**config.mk**
```make
export PLATFORM = sky130hd
export DESIGN_NAME = link_rx_sequencer
export DESIGN_NICKNAME = d
export VERILOG_FILES = /design/src/rtl/link_rx_sequencer.sv
export SDC_FILE = /design/constraint.sdc
export NUM_CORES = 1
export LEC_CHECK = 0
export ABC_AREA = 1
export CORE_AREA = 2 2 254 206
export DETAILED_ROUTE_END_ITERATION = 16
export DIE_AREA = 0 0 256 208
export PLACE_DENSITY_LB_ADDON = 0.2
export SETUP_SLACK_MARGIN = 0.3
export SYNTH_ARGS = -nofsm -noshare
export SYNTH_HDL_FRONTEND = slang
export SYNTH_SLANG_ARGS = --single-unit
```
**constraint.sdc**
```tcl
create_clock -name clkIn -period 49.6 [get_ports clkIn]
set_input_delay 9.92 -clock clkIn [delete_from_list [all_inputs] [get_ports clkIn]]
set_output_delay 9.92 -clock clkIn [all_outputs]
set_load 0.03 [all_outputs]
```
**src/rtl/link_rx_sequencer.sv**
```systemverilog
// rtl/link_rx_sequencer.sv - receive sequencer for the inter-board serial link
module link_rx_sequencer #(
  parameter int         DATA_BITS  = 256,
  parameter logic [7:0] SYNC_WORD  = 8'hA5,
  parameter int         HUNT_LIMIT = 32
) (
  input  logic                 clkIn,
  input  logic                 rst,
  input  logic                 rxEnable,
  input  logic                 remoteReady,
  input  logic                 dataIn,
  output logic                 readyForReceive,
  output logic                 busy,
  output logic [DATA_BITS-1:0] rxBuffer,
  output logic                 frameToggle,
  output logic                 crcErr,
  output logic [7:0]           errCount
);

  localparam int CNT_MAX = (DATA_BITS > HUNT_LIMIT) ? DATA_BITS : HUNT_LIMIT;
  localparam int CW      = $clog2(CNT_MAX + 1);

  typedef enum logic [2:0] {
    IDLE  = 3'd0,
    HUNT  = 3'd1,
    DATA  = 3'd2,
    CHECK = 3'd3,
    DONE  = 3'd4
  } state_t;

  state_t               state, state_nxt;
  logic                 en_meta, en_sync;
  logic [7:0]           sync_sr, sync_nxt;
  logic [7:0]           chk;
  logic [7:0]           rx_chk, rx_chk_nxt;
  logic [CW-1:0]        cnt, cnt_nxt;
  logic [DATA_BITS-1:0] shadow;
  logic [2:0]           chk_idx;
  logic                 data_we;
  logic                 clr_chk;
  logic                 commit;
  logic                 chk_fail;
  logic                 abort;
  logic                 rfr_nxt;

  assign busy    = (state == HUNT) || (state == DATA) || (state == CHECK);
  assign chk_idx = 3'd7 - cnt[2:0];

  always_comb begin
    state_nxt  = state;
    cnt_nxt    = cnt;
    sync_nxt   = sync_sr;
    rx_chk_nxt = rx_chk;
    data_we    = 1'b0;
    clr_chk    = 1'b0;
    commit     = 1'b0;
    chk_fail   = 1'b0;
    abort      = 1'b0;

    case (state)
      IDLE: begin
        if (remoteReady && readyForReceive) begin
          state_nxt = HUNT;
          cnt_nxt   = '0;
          sync_nxt  = '0;
        end
      end
      HUNT: begin
        sync_nxt = {sync_sr[6:0], dataIn};
        cnt_nxt  = cnt + 1'b1;
        if (!remoteReady) begin
          abort = 1'b1;
        end else if (sync_nxt == SYNC_WORD) begin
          // A match on the timeout edge still wins.
          state_nxt = DATA;
          cnt_nxt   = '0;
          clr_chk   = 1'b1;
        end else if (cnt_nxt == CW'(HUNT_LIMIT)) begin
          abort = 1'b1;
        end
      end
      DATA: begin
        if (!remoteReady) begin
          abort = 1'b1;
        end else begin
          data_we = 1'b1;
          if (cnt == CW'(DATA_BITS - 1)) begin
            state_nxt = CHECK;
            cnt_nxt   = '0;
          end else begin
            cnt_nxt = cnt + 1'b1;
          end
        end
      end
      CHECK: begin
        if (!remoteReady) begin
          abort = 1'b1;
        end else begin
          rx_chk_nxt = {rx_chk[6:0], dataIn};
          if (cnt == CW'(7)) begin
            state_nxt = DONE;
            cnt_nxt   = '0;
            if (rx_chk_nxt == chk) commit = 1'b1;
            else                   chk_fail = 1'b1;
          end else begin
            cnt_nxt = cnt + 1'b1;
          end
        end
      end
      DONE: begin
        if (!remoteReady) state_nxt = IDLE;
      end
      default: state_nxt = IDLE;
    endcase

    if (abort) begin
      state_nxt = IDLE;
      cnt_nxt   = '0;
    end
  end

  // Ready is offered only while idle and the local switch allows it.
  assign rfr_nxt = (state_nxt == IDLE) && en_sync;

  always_ff @(posedge clkIn or posedge rst) begin
    if (rst) begin
      state           <= IDLE;
      en_meta         <= 1'b0;
      en_sync         <= 1'b0;
      readyForReceive <= 1'b0;
      sync_sr         <= '0;
      cnt             <= '0;
      chk             <= '0;
      rx_chk          <= '0;
      shadow          <= '0;
      rxBuffer        <= '0;
      frameToggle     <= 1'b0;
      crcErr          <= 1'b0;
      errCount        <= '0;
    end else begin
      en_meta         <= rxEnable;
      en_sync         <= en_meta;
      state           <= state_nxt;
      readyForReceive <= rfr_nxt;
      sync_sr         <= sync_nxt;
      cnt             <= cnt_nxt;
      rx_chk          <= rx_chk_nxt;

      if (clr_chk) begin
        chk <= '0;
      end else if (data_we) begin
        chk[chk_idx] <= chk[chk_idx] ^ dataIn;
      end

      // Shifting MSB-first leaves payload bit n at shadow[DATA_BITS-1-n].
      if (data_we) shadow <= {shadow[DATA_BITS-2:0], dataIn};

      if (commit) begin
        rxBuffer    <= shadow;
        frameToggle <= ~frameToggle;
        crcErr      <= 1'b0;
      end else if (chk_fail) begin
        crcErr <= 1'b1;
      end

      if ((abort || chk_fail) && (errCount != 8'hFF)) errCount <= errCount + 8'd1;
    end
  end

endmodule

```
==> Yosys cells after proc, flatten, opt, wreduce, memory -nomap -nowiden <==
Cells that the tools add are included.
{ "word_totals": {"mem_bits_rw": 0, "input_bits": 5, "n_memories": 0, "reg_bits": 559, "romBits": 0, "latch_bits": 0} }
{ "classes": {"add_sub_neg": 3, "shifts": 0, "n_lt_le_gt_ge": 2, "n_reduce_logical": 17, "n_mul": 0, "mux": 48, "n_div": 0, "bitwise_logic": 2, "eq_ne": 14} }
{ "op_table": {"columns": ["op", "n"], "rows": [
  ["9-bit 2-to-1 mux", 8],
  ["9-bit case mux with 4 select lines", 1],
  ["3-bit 2-to-1 mux", 9],
  ["1-bit 2-to-1 mux", 21],
  ["8-bit 2-to-1 mux", 2],
  ["3-bit case mux with 5 select lines", 1],
  ["7-bit case mux with 2 select lines", 1],
  ["9-bit by 1-bit adder with 9-bit output (second input constant)", 1],
  ["9-bit by 3-bit == test with 1-bit output (second input constant)", 1],
  ["9-bit by 6-bit == test with 1-bit output (second input constant)", 1],
  ["9-bit by 8-bit == test with 1-bit output (second input constant)", 1],
  ["3-bit inequality test (second input constant)", 3],
  ["8-bit by 1-bit adder with 8-bit output (second input constant)", 1],
  ["8-bit bitwise mux", 1],
  ["8-bit == test", 1],
  ["8-bit == test (second input constant)", 1],
  ["8-bit inequality test (second input constant)", 1],
  ["7-bit 2-to-1 mux", 1],
  ["3-bit by 2-bit == test with 1-bit output (second input constant)", 2],
  ["3-bit logical NOT", 2],
  ["2-bit nonzero test", 3],
  ["5-bit nonzero test", 1],
  ["1-bit logical AND", 4],
  ["3-bit by 4-bit < comparator with 1-bit output (second input constant)", 1],
  ["14 further kinds", 17]
]} }

==> Depth between registers and ports, before layout <==
Gate-level depths: netlist of run 1.
{ "logic_depth": {"depth_word": 9, "mapped_depth": 17} }

==> Worst setup path before layout of run 1 <==
OpenSTA, ideal clock, no wires.
{ "synth_timing": {"path_kind": "input -> register", "startpoint": "input port dataIn", "endpoint": "register cnt[2]", "arrival_ns": 10.790, "stages": 7, "path_slack_ns": 38.680, "t_required_ns": 49.470, "path_cell_list": "nand2_1 -> nor2_1 -> nand2_1 -> o21ai_0 -> nand3_1 -> nand3_1 -> o21ai_0"} }
{ "synth_via": {"elab_chain_len": 6, "elab_cells_between_ends": 13, "classes_between": "4 x eq/ne; 7 x mux; 2 x reduce/logical"} }
{ "synth_rtl": {"columns": ["element", "line_no", "rtl"], "rows": [
  ["start, declared", "11", "input logic dataIn,"],
  ["8-bit == test (*)", "73", "end else if (sync_nxt == SYNC_WORD) begin"],
  ["1-bit 2-to-1 mux", "73", null],
  ["1-bit 2-to-1 mux", "71", "if (!remoteReady) begin"],
  ["1-bit case mux with 2 select lines", "60", "case (state)"],
  ["3-bit inequality test (no source line) or 5-bit nonzero test (tied branches)", null, null],
  ["4-bit AND reduction (no source line)", null, null],
  ["end signal, assigned", "146", "cnt <= cnt_nxt;"],
  ["end, declared", "36", "logic [CW-1:0] cnt, cnt_nxt;"]
]} }
Mark *: on every way between the ends. The rest lies on a longest branch, timed or not.
A chain may end at the register's enable or synchronous reset.

==> Final worst setup path of run 1 <==
{ "layout_timing": {"startpoint": "input port remoteReady", "endpoint": "register rxBuffer[34]"} }
{ "layout_via": {"elab_chain_len": 2} }
{ "layout_rtl": {"columns": ["element", "line_no", "rtl"], "rows": [
  ["start, declared", "10", "input logic remoteReady,"],
  ["1-bit 2-to-1 mux", "96", "if (!remoteReady) begin"],
  ["1-bit 2-to-1 mux", "60", null],
  ["end signal, assigned", "159", "rxBuffer <= shadow;"],
  ["end, declared", "14", "output logic [DATA_BITS-1:0] rxBuffer,"]
]} }
No other way between the ends.

==> metrics.log, run 1 <==
INFO  metric normalized_max_slew_margin = 20.16%
INFO  metric clock-sinks = between 500 and 600
INFO  metric first_pass_grt_wire_length = 77,830 µm
INFO  metric final.fill_count = roughly 4,500
INFO  metric finalCriticalPeriod = around 12 ns
INFO  metric worst-path-max-fanout = between 200 and 250
INFO  metric placement.io_buffers = 272
INFO  metric route.final.wire_length = approximately 46,000 µm
INFO  metric ctsResizeCount = 0
INFO  metric dp_hpwl = approximately 30,000 µm
INFO  metric finalWeightedCongestion = between 0.7 and 0.8
INFO  metric final-seq-area = between 10,000 and 15,000 µm²
INFO  metric cts_buffer_depth = 3
INFO  metric yosys_most_used_dff = sky130_fd_sc_hd__dfrtp_1
INFO  metric setup_viol = 0
INFO  metric post_drt_via_cell_ratio = between 4 and 5
INFO  metric finClkSkew = around 0.013 ns
INFO  metric floorplan.core_area = 50,650 µm²
INFO  metric postSynthAreaPerCell = ~10 µm²
INFO  metric die_area = around 53,000 µm²
INFO  metric io_pins = roughly 270
INFO  metric clock_insertion_delay_worst_skew = a little under 0.6 ns
INFO  metric netlist.area_leader.share = approximately three fifths
INFO  metric post_cts_buffers = 0
INFO  metric synthDominantAreaCellType = sky130_fd_sc_hd__dfrtp_1
INFO  metric share_of_layout_cells_above_drive_strength_1 = 13.65%
INFO  metric nets = roughly 2,500
INFO  metric critical_path_class = in -> reg
INFO  metric hp-class = reg -> reg
INFO  metric postSynthNetCount = about 2,300
INFO  metric remaining_drc_errors = 0
INFO  metric irDropWorstVdd = about 0.027 mV
INFO  metric worst_path_largest_cell_delay = 0.71 ns
INFO  metric total_leakage_power = roughly 12 nW
INFO  metric max_slew.worst_pin.slew = ~1.2 ns
INFO  metric drt-wirelength-per-cell = between 10 and 15 µm
INFO  metric setup.worst_path.end_class = flip-flop
INFO  metric grt_remaining_overflow = 0
INFO  metric gr-usage-all-layers = 17.63%
INFO  metric p_per_area = about 46 nW/µm²
INFO  metric initial_antenna_violation_count = 0
INFO  metric mappedNetlistArea = 22,580 µm²
INFO  metric ys_async_sr_fraction = 100.0%
INFO  metric seq_area_frac_synth = between 60% and 70%
INFO  metric cts.reportedPaths.clkPinSlew = ~0.060 ns
INFO  metric status = finished clean
INFO  metric critical_path.slowest_cell = sky130_fd_sc_hd__buf_12
INFO  metric drv.max_cap_violation_count = 0
INFO  metric final_core_utilization = 53.92%
INFO  metric ant_nets = 0
INFO  metric worstPathRequired = 50.11 ns
INFO  metric start_util = between 40% and 50%
INFO  metric insertedDiodeCount = 0
INFO  metric grt_setup_unrepaired = false
INFO  metric fp.dieH = approximately 210 µm
INFO  metric grt_start_max_net_pins = about 210
INFO  metric finalCritPeriodShare = 24.96%
INFO  metric report.final.hold_viol_count = 0
INFO  metric num_vias = 15,130
INFO  metric floorplan.die.width = 256 µm
INFO  metric cts_htree_levels = 2
INFO  metric critical_path_arrival = approximately 13 ns
INFO  metric fin_tns_setup = 0 ns
INFO  metric drt_pre_antenna_iters = 5
INFO  metric drtIter0Drc = about 1,300
INFO  metric number_of_global_route_vias_before_repair = about 15,000
INFO  metric synth_cells = around 2,300
INFO  metric critPathLaunchType = input pin
INFO  metric cts_buffers = 56
INFO  metric max_clock_freq = roughly 0.081 GHz
INFO  metric synth.lib_cells_used.distinct = 31
INFO  metric tritoncts = yes
INFO  metric rows = 74
INFO  metric ctsRootBufferMaster = sky130_fd_sc_hd__clkbuf_16
INFO  metric netlist_top_cells_area = sky130_fd_sc_hd__dfrtp_1, sky130_fd_sc_hd__nand2_1, sky130_fd_sc_hd__o21ai_2
INFO  metric syn2layout_area_growth = 20.93%
INFO  metric ctsHoldBuffers = 0
INFO  metric synth_edf_count = 0
INFO  metric timing.critical_path.cells = clkdlybuf4s50_1 > nand2_2 > nor2_8 > nand2_8 > buf_12 > nand2_1 > o21ai_2
INFO  metric synth-seq-cells = between 500 and 600
INFO  metric multi_input_area = 6600 µm²
INFO  metric finalMaxSlewViolations = 0
INFO  metric synth_warnings = 0
==> cell usage in the layout, fill, tap and decap left out, types with 5 or more instances in the layout <==
cell / synthesis / layout
sky130_fd_sc_hd__nand4_1: 7 / 7
sky130_fd_sc_hd__inv_2: 5 / 5
sky130_fd_sc_hd__o22ai_1: 9 / 9
sky130_fd_sc_hd__ha_1: 5 / 5
sky130_fd_sc_hd__clkbuf_1: 29 / 15
sky130_fd_sc_hd__o21ai_1: 22 / 22
sky130_fd_sc_hd__nand2_1: 620 / 620
sky130_fd_sc_hd__o21ai_2: 228 / 228
sky130_fd_sc_hd__a21oi_1: 9 / 9
sky130_fd_sc_hd__o21ai_0: 288 / 288
sky130_fd_sc_hd__nand3_1: 34 / 34
sky130_fd_sc_hd__dfrtp_1: 559 / 559
sky130_fd_sc_hd__inv_1: 301 / 300
sky130_fd_sc_hd__nor2_1: 22 / 22
sky130_fd_sc_hd__buf_4: 12 / 9
sky130_fd_sc_hd__clkbuf_8: 0 / 11
sky130_fd_sc_hd__clkdlybuf4s50_1: 0 / 272
sky130_fd_sc_hd__clkinv_2: 0 / 9
sky130_fd_sc_hd__clkbuf_16: 0 / 58
==> sequential cells by signal, indices dropped and copies added (netlist names) <==
signal,count
rxBuffer,256
shadow,256
cnt,9
chk,8
errCount,8
rx_chk,7
sync_sr,7
state,3
crcErr,1
en_meta,1
en_sync,1
frameToggle,1
readyForReceive,1
==> report_power, final <==
part | internal [mW] | switching [mW]
sequential | 0.571 | 0.0652
combinational | 0.0573 | 0.136
clock | 0.251 | 0.175
total | 0.879 | 0.376
==> metrics by stage <==
stage	setup slack, ns	hold WS (ns)	instances	power, mW	area [µm²]
final	37.22	0.3576	3205	1.256	27310
after floorplan	24.05	0.3312	2256	0.7821	22580
after CTS	37.33	0.3590	3205	1.274	27310
after global routing	36.92	0.3634	3205	1.338	27310
after detailed placement	36.69	0.3550	3105	0.8379	25450
after global placement	36.76	0.3440	3105	0.8276	25450
==> path summary, 6_finish.rpt <==
kind	startpoint	endpoint	slack, ns	depth (start not counted)
setup / recovery	remoteReady	rxBuffer[34]	37.22	7
hold / removal	en_meta	en_sync	0.36	0
setup reg to reg	cnt[0]	rxBuffer[34]	46.21	9
hold reg to reg	en_meta	en_sync	0.36	0
max in group asynchronous	rst	rxBuffer[183]	37.47	4
min in group asynchronous	rst	rxBuffer[80]	9.95	2
==> per-layer routing <==
layer	GRT usage, %	share of wire (%)
met1	25.86	49
met2	27.01	45
met3	2.924	3.9
met4	5.324	2.4
met5	0	0
==> layout make-up <==
| class | count | area share [%] |
|---|---|---|
| Inverter | 306 | 4.233 |
| Timing Repair Buffer | 284 | 10.44 |
| Clock buffer | 84 | 6.075 |
| Clock inverter | 16 | 0.7285 |
| Sequential cell | 559 | 51.22 |
| Multi-Input combinational cell | 1272 | 24.17 |
| Tap cell | 684 | 3.134 |
==> cells by family (layout without fill, tap and decap cells) <==
family | Yosys count | in the layout | share of synthesized area (%)
AOI/OAI and AO/OA | 557 | 557 | 16.20
xor gates and xnor gates | 8 | 8 | 0.3103
adders and majority gates | 5 | 5 | 0.2770
buffers and inverters | 425 | 690 | 8.887
DFF | 559 | 559 | 61.95
and+or+nand+nor | 702 | 702 | 12.38
==> synthesized netlist by cell type, drive strengths merged (4+ instances only) <==
| cell | instances |
|---|---|
| a21oi | 9 |
| nor4 | 4 |
| nor3 | 6 |
| clkbuf | 29 |
| nor2 | 24 |
| o22ai | 9 |
| xnor2 | 4 |
| buf | 90 |
| inv | 306 |
| o21ai | 538 |
| nand2 | 624 |
| dfrtp | 559 |
| ha | 5 |
| nand3 | 36 |
| nand4 | 7 |
| xor2 | 4 |
==> critical path: cells and delay by family <==
family	cells	cell delay (ns)
AOI/OAI and AO/OA	1	0.11
buffers and inverters	2	1.24
and+or+nand+nor	4	1.21
No activity file was read; power rests on OpenSTA's default activity.
==> run 2, diff against run 1 <==
==> constraint.sdc (replaced) <==
create_clock -name clkIn -period 10.8 [get_ports clkIn]
set_input_delay 2.16 -clock clkIn [delete_from_list [all_inputs] [get_ports clkIn]]
set_output_delay 2.16 -clock clkIn [all_outputs]
set_load 0.03 [all_outputs]
==> run 2 against run 1 <==
Non-clock buffer count unchanged. Sequential share of layout area about the same. Critical path type unchanged. Worst setup slack got worse by 31 ns. Largest power group unchanged. Utilization about the same.
==> metrics.log, run 2 (same netlist as run 1, synthesis figures left out) <==
INFO  metric final_cell_mix = sky130_fd_sc_hd__nand2_1, sky130_fd_sc_hd__dfrtp_1, sky130_fd_sc_hd__inv_1 (unchanged)
INFO  metric max_slew.worst_pin.slew = 1.231 ns (was 1.198 ns)
INFO  metric ctsHoldBuffers = 0 (unchanged)
INFO  metric cts_buffer_depth = 3 (unchanged)
INFO  metric setup_viol = 0 (unchanged)
INFO  metric cell_internal_pwr = 4.009 mW (was 0.8794 mW)
INFO  metric worst-path-max-fanout = 132 (was 204)
INFO  metric pwr-share-comb = 15.4% (about the same)
INFO  metric grtUsageMet2 = 27.26% (was 27.01%)
INFO  metric clock_insertion_delay_worst_skew = 0.60 ns (was 0.59 ns)
INFO  metric drv.max_cap_violation_count = 0 (unchanged)
INFO  metric power_frac_seq = 51.0% (was 50.7%)
INFO  metric worst-r2r-cell-count = 9 (unchanged)
INFO  metric clock-sinks = 559 (unchanged)
INFO  metric finalWeightedCongestion = 0.7962 (was 0.7835)
INFO  metric final.fill_count = 4,571 (was 4,505)
INFO  metric floorplan.die.width = 256 µm (unchanged)
INFO  metric reg2reg_setup_slack = 7.73 ns (was 46.21 ns)
INFO  metric p_switching = 1.727 mW (was 0.3761 mW)
INFO  metric start_util = 44.59% (unchanged)
INFO  metric mostFrequentLayoutCell = sky130_fd_sc_hd__nand2_1 (unchanged)
INFO  metric finClkSkew = 0.01600 ns (was 0.01289 ns)
INFO  metric placed_cells_incl_taps = 3,105 (unchanged)
INFO  metric use_met3 = 3.058% (was 2.924%)
INFO  metric grt_setup_unrepaired = false (unchanged)
INFO  metric grtUsageMet1 = 24.87% (was 25.86%)
INFO  metric finalCritPeriodShare = 42.20%
INFO  metric cts.reportedPaths.clkPinSlew = 0.06 ns (about the same)
INFO  metric largest_registers = rxBuffer x256, shadow x256, cnt x9 (unchanged)
INFO  metric grt_remaining_overflow = 0 (unchanged)
INFO  metric setup.worst_path.end_class = flip-flop (unchanged)
INFO  metric irDropWorstVdd = 0.1366 mV (was 0.02650 mV)
INFO  metric critPathLaunchType = input pin (unchanged)
INFO  metric post-route-worst-setup-slack = 6.242 ns (was 37.22 ns)
INFO  metric report.final.hold_viol_count = 0 (unchanged)
INFO  metric final-seq-area = 13,990 µm² (unchanged)
INFO  metric multi_input_area = 6600 µm² (unchanged)
INFO  metric remaining_drc_errors = 0 (unchanged)
INFO  metric finalCriticalPeriod = 4.558 ns
INFO  metric cts_buffers = 56 (unchanged)
INFO  metric globalRoute.busiestLayer = met2 (unchanged)
INFO  metric nets = 2,489 (unchanged)
INFO  metric hp-class = reg -> reg (unchanged)
INFO  metric rows = 74 (unchanged)
INFO  metric whs_path_depth = 0 (unchanged)
INFO  metric drt-wirelength-per-cell = 14.25 µm (was 14.44 µm)
INFO  metric power.switching_fraction = 30.11% (was 29.96%)
INFO  metric io_pins = 273 (unchanged)
INFO  metric gr-usage-all-layers = 17.37% (was 17.63%)
INFO  metric tritoncts = yes (unchanged)
INFO  metric initial_antenna_violation_count = 0 (unchanged)
INFO  metric finalMaxSlewViolations = 0 (unchanged)
INFO  metric fp.dieH = 208 µm (unchanged)
INFO  metric critical_path_class = in -> reg (unchanged)
INFO  metric number_of_global_route_vias_before_repair = 14,660 (was 14,770)
INFO  metric post_drt_via_cell_ratio = 4.720 (was 4.721)
INFO  metric worstPathRequired = 11.30 ns (was 50.11 ns)
INFO  metric placement.io_buffers = 272 (unchanged)
INFO  metric drt_pre_antenna_iters = 5 (unchanged)
INFO  metric drtIter0Drc = 1,056 (was 1,282)
INFO  metric dp_slack = 5.689 ns (was 36.69 ns)
INFO  metric dp_hpwl = 28,850 µm (was 29,520 µm)
INFO  metric floorplan.core_area = 50,650 µm² (unchanged)
INFO  metric fin_cells = 3,207 (was 3,205)
INFO  metric route.final.wire_length = 45,680 µm (was 46,280 µm)
INFO  metric max_clock_freq = approximately 0.22 GHz
INFO  metric critical_path_arrival = 5.06 ns (was 12.89 ns)
INFO  metric normalized_max_slew_margin = 17.93% (was 20.16%)
INFO  metric fin_tns_setup = 0 ns (unchanged)
INFO  metric power.share.clock = 33.7% (was 33.9%)
INFO  metric first_pass_grt_wire_length = 76,870 µm (was 77,830 µm)
INFO  metric cts_htree_levels = 2 (unchanged)
INFO  metric num_vias = 15,140 (was 15,130)
INFO  metric post_cts_buffers = 0 (unchanged)
INFO  metric total_leakage_power = 12.40 nW (about the same)
INFO  metric status = finished clean (unchanged)
INFO  metric share_of_layout_cells_above_drive_strength_1 = 13.92% (was 13.65%)
INFO  metric hold_slack = 0.3622 ns (was 0.3576 ns)
INFO  metric ctsResizeCount = 0 (unchanged)
INFO  metric ant_nets = 0 (unchanged)
INFO  metric grt_start_max_net_pins = 289 (was 205)
INFO  metric ctsRootBufferMaster = sky130_fd_sc_hd__clkbuf_16 (unchanged)
INFO  metric p_per_area = 210.0 nW/µm² (was 45.98 nW/µm²)
INFO  metric die_area = 53,250 µm² (unchanged)
INFO  metric syn2layout_area_growth = 20.98% (was 20.93%)
run 2: power by group through the flow:
stage	Sequential, mW	Clock, mW	Combinational [mW]
5_1_grt	2.99	2.07	1.05
2_1_floorplan	2.89	0	0.701
3_5_place_dp	2.95	0	0.890
3_3_place_gp	2.94	0	0.856
4_1_cts	2.92	1.99	0.904
6_report	2.92	1.93	0.882
run 2: worst max-delay path, cell delays in order:
cell and delay (ns):
sky130_fd_sc_hd__clkdlybuf4s50_1 0.61, sky130_fd_sc_hd__inv_1 0.14, sky130_fd_sc_hd__nor2_4 0.16, sky130_fd_sc_hd__buf_4 0.61
sky130_fd_sc_hd__buf_4 0.93, sky130_fd_sc_hd__nand2_1 0.17, sky130_fd_sc_hd__o21ai_0 0.13
run 2: through the flow:
| stage | utilization (%) | power (mW) | instance area [µm²] |
|---|---|---|---|
| 4_1_cts | 53.94 | 5.818 | 27320 |
| 3_5_place_dp | 50.29 | 3.841 | 25470 |
| 3_3_place_gp | 50.29 | 3.800 | 25470 |
| 2_1_floorplan | - | 3.593 | 22590 |
| 5_1_grt | 53.94 | 6.112 | 27320 |
| 6_report | 53.94 | 5.736 | 27320 |
run 2: worst paths after layout:
kind / endpoint / from
worst max-delay path: shadow[222] / remoteReady
worst min-delay path: en_sync / en_meta
worst max register to register: rxBuffer[58] / cnt[0]
worst min register to register: en_sync / en_meta
max in group asynchronous: rxBuffer[106] / rst
min in group asynchronous: rxBuffer[221] / rst
run 2: layout make-up:
class	count	share of cell area, %
repair buffers	284	10.52
multi-input cells	1272	24.16
clock inverters	18	0.5908
diodes	1	0.009160
flip-flops and latches	559	51.20
well taps	684	3.133
clock buffers	83	6.160
inverters	306	4.218
run 2: layer usage:
metal,part of all wire [%],routed length (µm)
met1,48,21710
met4,2.1,954
met5,0,0
met3,4.0,1833
met2,46,21180
==> run 3, diff against run 2 <==
==> constraint.sdc (replaced) <==
create_clock -name clkIn -period 4.15 [get_ports clkIn]
set_input_delay 0.83 -clock clkIn [delete_from_list [all_inputs] [get_ports clkIn]]
set_output_delay 0.83 -clock clkIn [all_outputs]
set_load 0.03 [all_outputs]
==> run 3 against run 2 <==
Hold slack got worse by 0.0040 ns. Final cell count rose by 0.47%. Wire length rose by 3.2%. Non-clock buffer count rose by 19. Largest cell class unchanged. Total power rose to 2.6 times the previous value. Die area did not move. Worst setup slack got worse by 5.0 ns. Critical path depth fell by 5. Count of clock-buffer cells in the layout rose by 3. Register-to-register slack got worse by 6.4 ns. Combinational power rose to 2.6 times the previous value.
==> metrics.log, run 3 (same netlist as run 1, synthesis figures left out) <==
INFO  metric status = finished clean (unchanged)
INFO  metric placed_cells_incl_taps = 3,124 (was 3,105)
INFO  metric grt_setup_unrepaired = false (unchanged)
INFO  metric start_util = 44.59% (unchanged)
INFO  metric met2_wirelength = 21,800 µm (was 21,180 µm)
INFO  metric met3_wirelength = 1561 µm (was 1833 µm)
INFO  metric timing.critical_path.cells = nor2_1 > clkdlybuf4s50_1 (was clkdlybuf4s50_1 > inv_1 > nor2_4 > buf_4 > buf_4 > nand2_1 > o21ai_0)
INFO  metric ant_nets = 0 (unchanged)
INFO  metric placement.io_buffers = 272 (unchanged)
INFO  metric critical_path_arrival = 2.03 ns (was 5.06 ns)
INFO  metric finalMaxSlewViolations = 0 (unchanged)
INFO  metric remaining_drc_errors = 0 (unchanged)
INFO  metric clock-sinks = 559 (unchanged)
INFO  metric fin_cells = 3,222 (was 3,207)
INFO  metric grt_start_max_net_pins = 187 (was 289)
INFO  metric topRoutingLayerUsed = met4 (unchanged)
INFO  metric worstPathRequired = 3.32 ns (was 11.30 ns)
INFO  metric setup_viol = 0 (unchanged)
INFO  metric cts.reportedPaths.clkPinSlew = 0.06 ns (about the same)
INFO  metric max_clock_freq = between 0.3 and 0.4 GHz
INFO  metric ctsHoldBuffers = 0 (unchanged)
INFO  metric critPathLaunchType = flip-flop (was input pin)
INFO  metric drtIter0Drc = 1,069 (was 1,056)
INFO  metric ctsResizeCount = 0 (unchanged)
INFO  metric irDropWorstVdd = 0.3192 mV (was 0.1366 mV)
INFO  metric cts_buffers = 56 (unchanged)
INFO  metric total_leakage_power = 12.45 nW (was 12.40 nW)
INFO  metric normalized_max_slew_margin = 52.84% (was 17.93%)
INFO  metric dp_slack = 1.021 ns (was 5.689 ns)
INFO  metric mostFrequentLayoutCell = sky130_fd_sc_hd__nand2_1 (unchanged)
INFO  metric cts_htree_levels = 2 (unchanged)
INFO  metric fin_tns_setup = 0 ns (unchanged)
INFO  metric io_pins = 273 (unchanged)
INFO  metric setup.worst_path.end_class = primary output (was flip-flop)
INFO  metric nets = 2,508 (was 2,489)
INFO  metric hp-class = reg -> reg (unchanged)
INFO  metric post-route-worst-setup-slack = 1.289 ns (was 6.242 ns)
INFO  metric final_cell_mix = sky130_fd_sc_hd__nand2_1, sky130_fd_sc_hd__dfrtp_1, sky130_fd_sc_hd__inv_1 (unchanged)
INFO  metric die_area = 53,250 µm² (unchanged)
INFO  metric reg2reg_setup_slack = 1.30 ns (was 7.73 ns)
INFO  metric number_of_global_route_vias_before_repair = 14,840 (was 14,660)
INFO  metric design_area = 27,440 µm² (was 27,320 µm²)
INFO  metric worst_path_largest_cell_delay = 0.73 ns (was 0.93 ns)
INFO  metric report.final.hold_viol_count = 0 (unchanged)
INFO  metric hold_slack = 0.3582 ns (was 0.3622 ns)
INFO  metric final.fill_count = 4,454 (was 4,571)
INFO  metric finalWeightedCongestion = 0.7870 (was 0.7962)
INFO  metric dp_hpwl = 31,220 µm (was 28,850 µm)
INFO  metric drt-wirelength-per-cell = 14.64 µm (was 14.25 µm)
INFO  metric drv.max_cap_violation_count = 0 (unchanged)
INFO  metric finClkSkew = 0.01711 ns (was 0.01600 ns)
INFO  metric worst-path-max-fanout = 6 (was 132)
INFO  metric finalCriticalPeriod = 2.861 ns
INFO  metric insertedDiodeCount = 0 (was 1)
INFO  metric finalCritPeriodShare = between 60% and 70%
INFO  metric critical_path.slowest_cell = sky130_fd_sc_hd__clkdlybuf4s50_1 (was sky130_fd_sc_hd__buf_4)
INFO  metric cts_buffer_depth = 3 (unchanged)
INFO  metric final_core_utilization = 54.18% (was 53.94%)
INFO  metric post_cts_buffers = 0 (unchanged)
INFO  metric grt_remaining_overflow = 0 (unchanged)
INFO  metric route.layer.met1.wl = 22,940 µm (was 21,710 µm)
INFO  metric post_place_instance_area = 25,730 µm² (was 25,470 µm²)
INFO  metric clock_insertion_delay_worst_skew = 0.60 ns (about the same)
INFO  metric num_vias = 15,230 (was 15,140)
INFO  metric ctsRootBufferMaster = sky130_fd_sc_hd__clkbuf_16 (unchanged)
INFO  metric rows = 74 (unchanged)
INFO  metric post_drt_via_cell_ratio = 4.727 (was 4.720)
INFO  metric tritoncts = yes (unchanged)
INFO  metric critical_path_class = reg -> out (was in -> reg)
INFO  metric route.final.wire_length = 47,160 µm (was 45,680 µm)
INFO  metric gr-usage-all-layers = 17.90% (was 17.37%)
INFO  metric p_per_area = 535.8 nW/µm² (was 210.0 nW/µm²)
INFO  metric drt_pre_antenna_iters = 5 (unchanged)
INFO  metric largest_registers = rxBuffer x256, shadow x256, cnt x9 (unchanged)
INFO  metric report.power.total = 14.70 mW (was 5.736 mW)
INFO  metric share_of_layout_cells_above_drive_strength_1 = 13.95% (was 13.92%)
INFO  metric initial_antenna_violation_count = 0 (unchanged)
INFO  metric floorplan.die.width = 256 µm (unchanged)
INFO  metric floorplan.core_area = 50,650 µm² (unchanged)
INFO  metric first_pass_grt_wire_length = 78,690 µm (was 76,870 µm)
INFO  metric max_slew.worst_pin.slew = 0.7073 ns (was 1.231 ns)
INFO  metric fp.dieH = 208 µm (unchanged)
INFO  metric syn2layout_area_growth = 21.51% (was 20.98%)
run 3: cell count changes in the layout (fill, tap and decap cells not counted), sizes merged:
cell | before | now
bufinv | 2 | 1
buf | 12 | 31
clkbuf | 83 | 86
clkinv | 14 | 10
inv | 307 | 306
diode | 1 | 0
run 3: final cells by class:
class	count	area, µm²	area share [%]
Clock buffer	86	1605	5.850
Multi-Input combinational cell	1272	6600	24.05
Tap cell	684	855.8	3.119
Inverter	306	1152	4.200
Clock inverter	12	107.6	0.3921
Sequential cell	559	13990	50.98
Timing Repair Buffer	303	3131	11.41
run 3: layer usage:
metal | vias to the layer above | GRT usage (%)
met5 | - | 0
met4 | 0 | 4.739
met3 | 62 | 2.863
met2 | 195 | 28.19
met1 | 7373 | 25.94
li1 | 7599 | -
run 3: worst max-delay path: cells and delay by family, from the launching register on:
family,cells,cell delay [ns]
buf+inv,1,0.73
flops,1,0.44
simple gates,1,0.27
run 3: path summary, 6_finish.rpt:
path / from / end / cells past startpoint
setup / recovery: state[2] / busy / 2
hold / removal: en_meta / en_sync / 0
setup reg to reg: cnt[0] / errCount[7] / 17
hold reg to reg: en_meta / en_sync / 0
max in group asynchronous: rst / readyForReceive / 4
min in group asynchronous: rst / rxBuffer[223] / 2
run 3: report_power, final:
group	internal (mW)	total, mW	switching, mW
clock network	2.72	4.77	2.06
logic	0.696	2.33	1.63
registers	6.82	7.60	0.780
total	10.2	14.7	4.47
